[config.mk]
export PLATFORM = sky130hd
export DESIGN_NAME = aes_ctr_sequencer
export DESIGN_NICKNAME = d
export VERILOG_FILES = /design/src/rtl/aes_ctr_sequencer.sv
export SDC_FILE = /design/constraint.sdc
export NUM_CORES = 2
export LEC_CHECK = 0
export BUFFER_PORTS_ARGS = -buffer_cell sky130_fd_sc_hd__buf_2
export CAP_MARGIN = 15
export CORE_MARGIN = 2
export CORE_UTILIZATION = 25
export CTS_BUF_LIST = sky130_fd_sc_hd__clkbuf_8
export CTS_CLUSTER_DIAMETER = 50
export DETAILED_ROUTE_END_ITERATION = 8
export GPL_TIMING_DRIVEN = 0
export PLACE_DENSITY = 0.41
export SYNTH_ARGS = -nofsm -noshare
export SYNTH_HDL_FRONTEND = slang
export SYNTH_SLANG_ARGS = --single-unit
export TNS_END_PERCENT = 10
[constraint.sdc]
create_clock -name clk -period 101.2 [get_ports clk]
set_input_delay 10.12 -clock clk [delete_from_list [all_inputs] [get_ports clk]]
set_output_delay 10.12 -clock clk [all_outputs]
set_load 0.01 [all_outputs]
[src/rtl/aes_ctr_sequencer.sv]
// aes_ctr_sequencer: CTR-mode sequencer wrapped around a fixed-latency, no-stall AES-256
// encrypt pipeline. It drives counter blocks into the pipeline, delays the plaintext
// alongside them, XORs the returned keystream and buffers the ciphertext. A credit
// check turns the free-running pipeline into valid/ready streams and keeps the FIFO
// from overflowing.
// Build option: define AES_CTR_INC128_EN to make the counter increment carry across
// all 128 bits. When it is undefined, only the low 32 bits increment.
module aes_ctr_sequencer #(
  parameter int unsigned LATENCY   = 14,
  parameter int unsigned OUT_DEPTH = 16
) (
  input  logic         clk,
  input  logic         rst,
  input  logic         start,
  input  logic [127:0] iv,
  input  logic         pt_valid,
  output logic         pt_ready,
  input  logic [127:0] pt_data,
  input  logic         pt_last,
  output logic [127:0] enc_in,
  input  logic [127:0] enc_out,
  output logic         ct_valid,
  input  logic         ct_ready,
  output logic [127:0] ct_data,
  output logic         ct_last,
  output logic         busy,
  output logic         done
);

  localparam int unsigned PTR_W = $clog2(OUT_DEPTH);
  localparam int unsigned CNT_W = $clog2(OUT_DEPTH + 1);
  localparam int unsigned IF_W  = $clog2(LATENCY + 1);
  localparam int unsigned SUM_W = $clog2(LATENCY + OUT_DEPTH + 1);

  typedef enum logic [1:0] {
    ST_IDLE  = 2'd0,
    ST_RUN   = 2'd1,
    ST_DRAIN = 2'd2
  } state_e;

  state_e               state_q, state_d;
  logic [127:0]         ctr_q, ctr_d;
  logic [LATENCY-1:0]   dl_valid_q, dl_valid_d;
  logic [LATENCY-1:0]   dl_last_q, dl_last_d;
  logic [127:0]         dl_data_q [LATENCY];
  logic [127:0]         dl_data_d [LATENCY];
  logic [PTR_W-1:0]     wr_ptr_q, wr_ptr_d;
  logic [PTR_W-1:0]     rd_ptr_q, rd_ptr_d;
  logic [CNT_W-1:0]     count_q, count_d;
  logic [127:0]         fifo_data_q [OUT_DEPTH];
  logic                 fifo_last_q [OUT_DEPTH];

  logic [127:0]         ctr_inc_c;
  logic [IF_W-1:0]      in_flight_c;
  logic [SUM_W-1:0]     credit_c;
  logic                 accept_c;
  logic                 push_c;
  logic                 pop_c;
  logic [127:0]         ct_c;

  // Counter increment: the default wraps only the low word, and the option carries through all 128 bits.
  always_comb begin
`ifdef AES_CTR_INC128_EN
    ctr_inc_c = ctr_q + 128'd1;
`else
    ctr_inc_c = {ctr_q[127:32], ctr_q[31:0] + 32'd1};
`endif
  end

  // Credits in use: blocks still inside the pipeline plus blocks waiting in the FIFO.
  always_comb begin
    in_flight_c = '0;
    for (int unsigned i = 0; i < LATENCY; i++) begin
      in_flight_c = in_flight_c + IF_W'(dl_valid_q[i]);
    end
    credit_c = SUM_W'(in_flight_c) + SUM_W'(count_q);
  end

  // FSM next state, counter update and handshake outputs.
  always_comb begin
    state_d  = state_q;
    ctr_d    = ctr_q;
    pt_ready = 1'b0;
    done     = 1'b0;
    accept_c = 1'b0;
    case (state_q)
      ST_IDLE: begin
        if (start) begin
          ctr_d   = iv;
          state_d = ST_RUN;
        end
      end
      ST_RUN: begin
        pt_ready = (credit_c < SUM_W'(OUT_DEPTH));
        accept_c = pt_valid && pt_ready;
        if (accept_c) begin
          ctr_d = ctr_inc_c;
          if (pt_last) begin
            state_d = ST_DRAIN;
          end
        end
      end
      ST_DRAIN: begin
        if ((in_flight_c == '0) && (count_q == '0)) begin
          state_d = ST_IDLE;
          done    = 1'b1;
        end
      end
      default: state_d = ST_IDLE;
    endcase
  end

  // Plaintext delay line, matched to the pipeline latency. Bubbles carry valid=0.
  always_comb begin
    dl_valid_d   = {dl_valid_q[LATENCY-2:0], accept_c};
    dl_last_d    = {dl_last_q[LATENCY-2:0], pt_last};
    dl_data_d[0] = pt_data;
    for (int unsigned i = 1; i < LATENCY; i++) begin
      dl_data_d[i] = dl_data_q[i-1];
    end
  end

  // Tap of the delay line and FIFO pointer and count updates.
  always_comb begin
    push_c   = dl_valid_q[LATENCY-1];
    ct_c     = enc_out ^ dl_data_q[LATENCY-1];
    pop_c    = (count_q != '0) && ct_ready;
    wr_ptr_d = push_c ? wr_ptr_q + PTR_W'(1) : wr_ptr_q;
    rd_ptr_d = pop_c  ? rd_ptr_q + PTR_W'(1) : rd_ptr_q;
    count_d  = count_q;
    if (push_c && !pop_c) begin
      count_d = count_q + CNT_W'(1);
    end else if (!push_c && pop_c) begin
      count_d = count_q - CNT_W'(1);
    end
  end

  // State registers. Reset clears all control and discards any blocks in flight.
  always_ff @(posedge clk or posedge rst) begin
    if (rst) begin
      state_q    <= ST_IDLE;
      ctr_q      <= '0;
      dl_valid_q <= '0;
      dl_last_q  <= '0;
      wr_ptr_q   <= '0;
      rd_ptr_q   <= '0;
      count_q    <= '0;
      for (int unsigned i = 0; i < LATENCY; i++) begin
        dl_data_q[i] <= '0;
      end
    end else begin
      state_q    <= state_d;
      ctr_q      <= ctr_d;
      dl_valid_q <= dl_valid_d;
      dl_last_q  <= dl_last_d;
      wr_ptr_q   <= wr_ptr_d;
      rd_ptr_q   <= rd_ptr_d;
      count_q    <= count_d;
      for (int unsigned i = 0; i < LATENCY; i++) begin
        dl_data_q[i] <= dl_data_d[i];
      end
    end
  end

  // FIFO storage. Reads are gated by ct_valid, so the storage needs no reset.
  always_ff @(posedge clk) begin
    if (push_c) begin
      fifo_data_q[wr_ptr_q] <= ct_c;
      fifo_last_q[wr_ptr_q] <= dl_last_q[LATENCY-1];
    end
  end

  // The credit check should make a push into a full FIFO impossible.
  assert property (@(posedge clk) disable iff (rst)
                   !(push_c && (count_q == CNT_W'(OUT_DEPTH))));

  assign enc_in   = ctr_q;
  assign ct_valid = (count_q != '0);
  assign ct_data  = ct_valid ? fifo_data_q[rd_ptr_q] : '0;
  assign ct_last  = ct_valid ? fifo_last_q[rd_ptr_q] : 1'b0;
  assign busy     = (state_q != ST_IDLE);

endmodule
# == Yosys cells after proc, flatten, opt, wreduce, memory -nomap -nowiden ==
# Memory sizes are Yosys's and may differ from the RTL's.
# Index checks and enable logic that the tools add are counted.
# classes
add_sub_neg,19
magnitude_cmp,1
eq_ne,6
n_mux,18
n_bitwise,2
reduce_logical,17
# op_table
op,count
$mux 128,2
$pmux 128 s2,1
$xor 128x128->128,1
$add 4x1->4,10
$add 32x1->32 const B,1
$mux 32,1
$mux 5,2
$add 4x1->4 const B,2
$mux 2,4
$ne 2x2->1 const B,4
$mux 1,7
$pmux 2 s3,1
$reduce_and 3->1,2
$reduce_bool 2->1,3
$add 4x5->5,1
$add 5x1->5 const B,1
$logic_and 1x1->1,5
$logic_not 5->1,1
$lt 5x5->1 const B,1
$reduce_bool 5->1,1
$sub 5x1->5 const B,1
$add 3x1->4,1
$logic_not 4->1,1
$reduce_and 4->1,1
other kinds (7),8
# totals
register_bits,1963
mem_bits_rw,2064
inputBits,390
output_inout_bits,261
elab_cells,87
mem_count,2
# memory_table
name,depth,width,rd,rd_clocked_by_memory_dff,write_ports,line,source
fifo_data_q,16,128,1,0,1,50,logic [127:0] fifo_data_q [OUT_DEPTH];
fifo_last_q,16,1,1,0,1,51,logic fifo_last_q [OUT_DEPTH];

# == Logic depth before layout (Yosys ltp) ==
# logic_depth
word_depth,18
mapped_depth,17
ltp_nobuf,15

# == Worst setup path before layout ==
# Ideal clock, no wire load.
# synth_path
path_type,register to output
from,register dl_valid_q[5]
to,output done
arrival_ps,4147
t_required_ps,91080
slack_ps,86933
path_stages_with_launch,13
cell_sequence,dfrtp_1 > fa_1 > inv_1 > fa_1 > fa_1 > fa_1 > inv_1 > ha_1 > fa_1 > xor2_1 > or3_1 > or3_1 > nor3b_1
# synth_between
elab_chain_len,13
# synth_lines
item,line,source
start: declaration,43,"logic [LATENCY-1:0] dl_valid_q, dl_valid_d;"
start signal: assignment,154,dl_valid_q <= dl_valid_d;
$add 4x1->4 (9 in a row),74,in_flight_c = in_flight_c + IF_W'(dl_valid_q[i]);
$logic_not 4->1,104,if ((in_flight_c == '0) && (count_q == '0)) begin
$logic_and 1x1->1,104,
$mux 1,104,
$mux 1,86,case (state_q)
end: declaration,27,output logic done
# Every way passes these cells.

# == Worst setup path after layout ==
# layout_path
from,register dl_valid_q[5]
to,output pt_ready
# layout_between
elab_chain_len,12
# layout_lines
item,line,source
$add 4x1->4 (9 in a row),74,
$add 4x5->5,76,credit_c = SUM_W'(in_flight_c) + SUM_W'(count_q);
$lt 5x5->1,94,pt_ready = (credit_c < SUM_W'(OUT_DEPTH));
$mux 1,86,
end: declaration,17,"output logic pt_ready,"
# Every way passes these cells.

==> flow_summary.json <==
{
  "yosysWarnings": 0,
  "rsz0062_at_grt": "false",
  "clock-root-buffer": "clkbuf_8",
  "cts_hold_buf": 0,
  "die_w_um": 729.5,
  "place_congestion": 0.8149,
  "netlist_area_um2": 131600,
  "postCtsSetupBuffers": 0,
  "place_area_um2": 147700,
  "slew-limit-headroom": 0.1850,
  "cts_resized": 0,
  "wirelength_um": 344200,
  "r2r-start": "dl_valid_q[5]$_DFF_PP0_",
  "synth_seq_cells": 4027,
  "clockBufferDepth": 4,
  "track_usage": 0.1275,
  "crit_chain": "fa_1 > inv_1 > fa_1 > fa_1 > fa_1 > inv_1 > ha_1 > fa_1 > xor2_1 > ha_1 > o21ai_0 > a22oi_1 > xnor2_1 > and2_1 > buf_2",
  "critical-path-slowest-cell": "fa_1",
  "final_common_cell": "edfxtp_1",
  "p_per_area_nw_per_um2": 27.45,
  "overflow": 0,
  "crit_family": "adder cells",
  "fin_crit_sh": 0.1567,
  "crit_start": "dl_valid_q[5]$_DFF_PP0_",
  "fmax_ghz": 0.06305,
  "ir_worst_vdd_mv": 0.01615,
  "finalHoldViolations": 0,
  "drc_errors": 0,
  "netlist.area_leader.share": 0.4710,
  "antenna_found_initial": 52,
  "row_count": 266,
  "detail_route.wl_per_cell_um": 23.01,
  "num_vias": 60270,
  "required_ns": 91.08,
  "first_global_vias": 66840,
  "crit_type": "register to primary output",
  "path_max_fanout": 2,
  "cts_made_buffers": 716,
  "p_leak_uw": 0.06182,
  "status": "completed",
  "hold_path_depth": 0,
  "r2r_slack_ns": 95.73,
  "dieArea_um2": 532200,
  "drive_gt1_frac": 0.3360,
  "synth_edf_count": 2064,
  "skew_ns": 0.1171,
  "clkTransAtPathRegs_ns": 0.06,
  "yosysTopAreaCell": "edfxtp_1",
  "netlist_top_cells_area": "edfxtp_1, dfrtp_1, mux4_2",
  "final_area_um2": 163200,
  "r2r_end": "enc_in[14]$_DFFE_PP0P_",
  "grt_pass1_wl_um": 487700,
  "drtAntennaViolNets": 0,
  "ys.flop_type": "edfxtp_1",
  "place_hpwl_um": 223500,
  "syn_nets": 6155,
  "worst_pin_slew_ns": 1.222,
  "yosysSeqAreaShare": 0.8442,
  "start_kind": "register",
  "critPathMostFrequentCell": "fa_1",
  "fp.coreArea_um2": 524500,
  "first_pass_iters": 7,
  "nNetsFinal": 7812,
  "max_stage_delay_ns": 0.55,
  "yosysUniqueCellTypes": 47,
  "avgSynthCellArea_um2": 22.93,
  "cp_num_cells": 15,
  "area_growth_pct": 23.98,
  "drt_iter0_markers": 4347,
  "min_from": "dl_data_d[418]$_DFF_PP0_",
  "grt_max_degree": 135,
  "synthArstFlopShare": 0.4875,
  "die_h_um": 729.5,
  "initial_core_util": 0.2509,
  "clock_sinks": 4027,
  "portBuffers": 650,
  "layout_min_cycle_time_ns": 15.86,
  "endpoint": "pt_ready",
  "stdcell_count": 14960,
  "drv_slew": 0,
  "dp_cells": 13590,
  "io_pins": 651,
  "cp_num_buf_inv": 3,
  "htree_levels": 6,
  "n_fill_cell": 50990,
  "via_per_inst": 4.028,
  "synthCells": 5739,
  "hold_path_class": "register to register",
  "setup_viol": 0,
  "cp-end-kind": "primary output",
  "r2r_cells": 16,
  "tritoncts": "built",
  "cp_data_arrival_time_ns": 5.74,
  "cap_violations": 0,
  "setup-tns-final_ns": 0,
  "clock_latency_ns": 1.28,
  "layout_common_cells": "edfxtp_1, dfrtp_1, clkbuf_8, buf_2, mux4_2"
}
==> layout make-up <==
class	count	area, µm²	share of cell area
Antenna cell	19	47.55	0.0002914
Timing Repair Buffer	939	7701	0.04720
Inverter	27	108.9	0.0006672
Tap cell	6968	8718	0.05343
Multi-Input combinational cell	1479	19690	0.1207
Clock buffer	821	11300	0.06925
Sequential cell	4027	111100	0.6809
Buffer	206	900.9	0.005521
Clock inverter	477	3597	0.02205
==> routing by layer <==
layer	routed length, µm	global-route usage	vias to the layer above
met4	11820	0.04546	20
met1	142000	0.1604	32340
met5	137	0	-
met2	168700	0.2127	1909
met3	21590	0.03239	676
li1	-	-	25320
==> worst min-delay path by stage <==
stage	end
finish	dl_data_d[290]$_DFF_PP0_
global route	dl_data_d[290]$_DFF_PP0_
CTS	dl_data_d[675]$_DFF_PP0_
detailed placement	dl_data_d[1022]$_DFF_PP0_
global placement	dl_data_d[655]$_DFF_PP0_
floorplan	dl_data_d[0]$_DFF_PP0_
==> power by group <==
part           internal, µW  switching [µW]  total [µW]
clock                   818             712        1530
combinational           445             629        1070
sequential             1840            39.7        1880
==> registers in the layout, indices dropped and copies added (netlist names) <==
| register | count |
|---|---|
| count_q | 5 |
| dl_data_d | 1664 |
| dl_data_q | 128 |
| dl_last_q | 14 |
| dl_valid_q | 14 |
| enc_in | 128 |
| fifo_data_q | 2048 |
| fifo_last_q | 16 |
| rd_ptr_q | 4 |
| state_q | 2 |
| wr_ptr_q | 4 |
==> cells in the mapped netlist, types with 21 or more instances <==
library cell  instances
buf_2                65
a21oi_1              27
nand2_1             317
nor2_1               35
mux4_2              645
nand3_1              21
and2_1              134
xor2_1              133
inv_1                27
clkbuf_1            117
edfxtp_1           2064
dfrtp_1            1963
==> stage by stage <==
step           utilization  setup slack [ns]  hold WS [ns]  power, µW
2_1_floorplan            -             35.64        0.3312       2516
3_3_place_gp        0.2737             12.55        0.3311       3017
3_5_place_dp        0.2816             85.56        0.3347       3020
4_1_cts             0.3100             85.07        0.2726       4591
5_1_grt             0.3110             84.83        0.2822       4714
6_report            0.3111             85.34        0.2932       4479
==> cell families (layout without fill, tap and decap cells) <==
| kind of cell | after synthesis | after routing | share of synthesized area |
|---|---|---|---|
| flip-flops | 4027 | 4027 | 0.8442 |
| multiplexers | 649 | 649 | 0.1107 |
| AND/OR/NAND/NOR | 544 | 544 | 0.01892 |
| buffers and inverters | 233 | 2470 | 0.007492 |
| XOR/XNOR | 141 | 141 | 0.009384 |
| AO/OA/AOI/OAI | 119 | 119 | 0.006237 |
| adder cells (fa/ha/maj) | 26 | 26 | 0.003042 |
| other | 0 | 19 | 0 |
==> worst reg2reg max path: stages, from the launching register on <==
cell	delay, ns
dfrtp_1	0.40
fa_1	0.55
inv_1	0.06
fa_1	0.52
fa_1	0.44
fa_1	0.51
inv_1	0.05
ha_1	0.20
fa_1	0.43
xor2_1	0.19
ha_1	0.27
o21ai_0	0.07
a22oi_1	0.31
mux2_2	0.49
nand2_1	0.14
clkbuf_1	0.45
o2bb2a_1	0.30
Note: power is estimated with default switching activity, not from simulation.
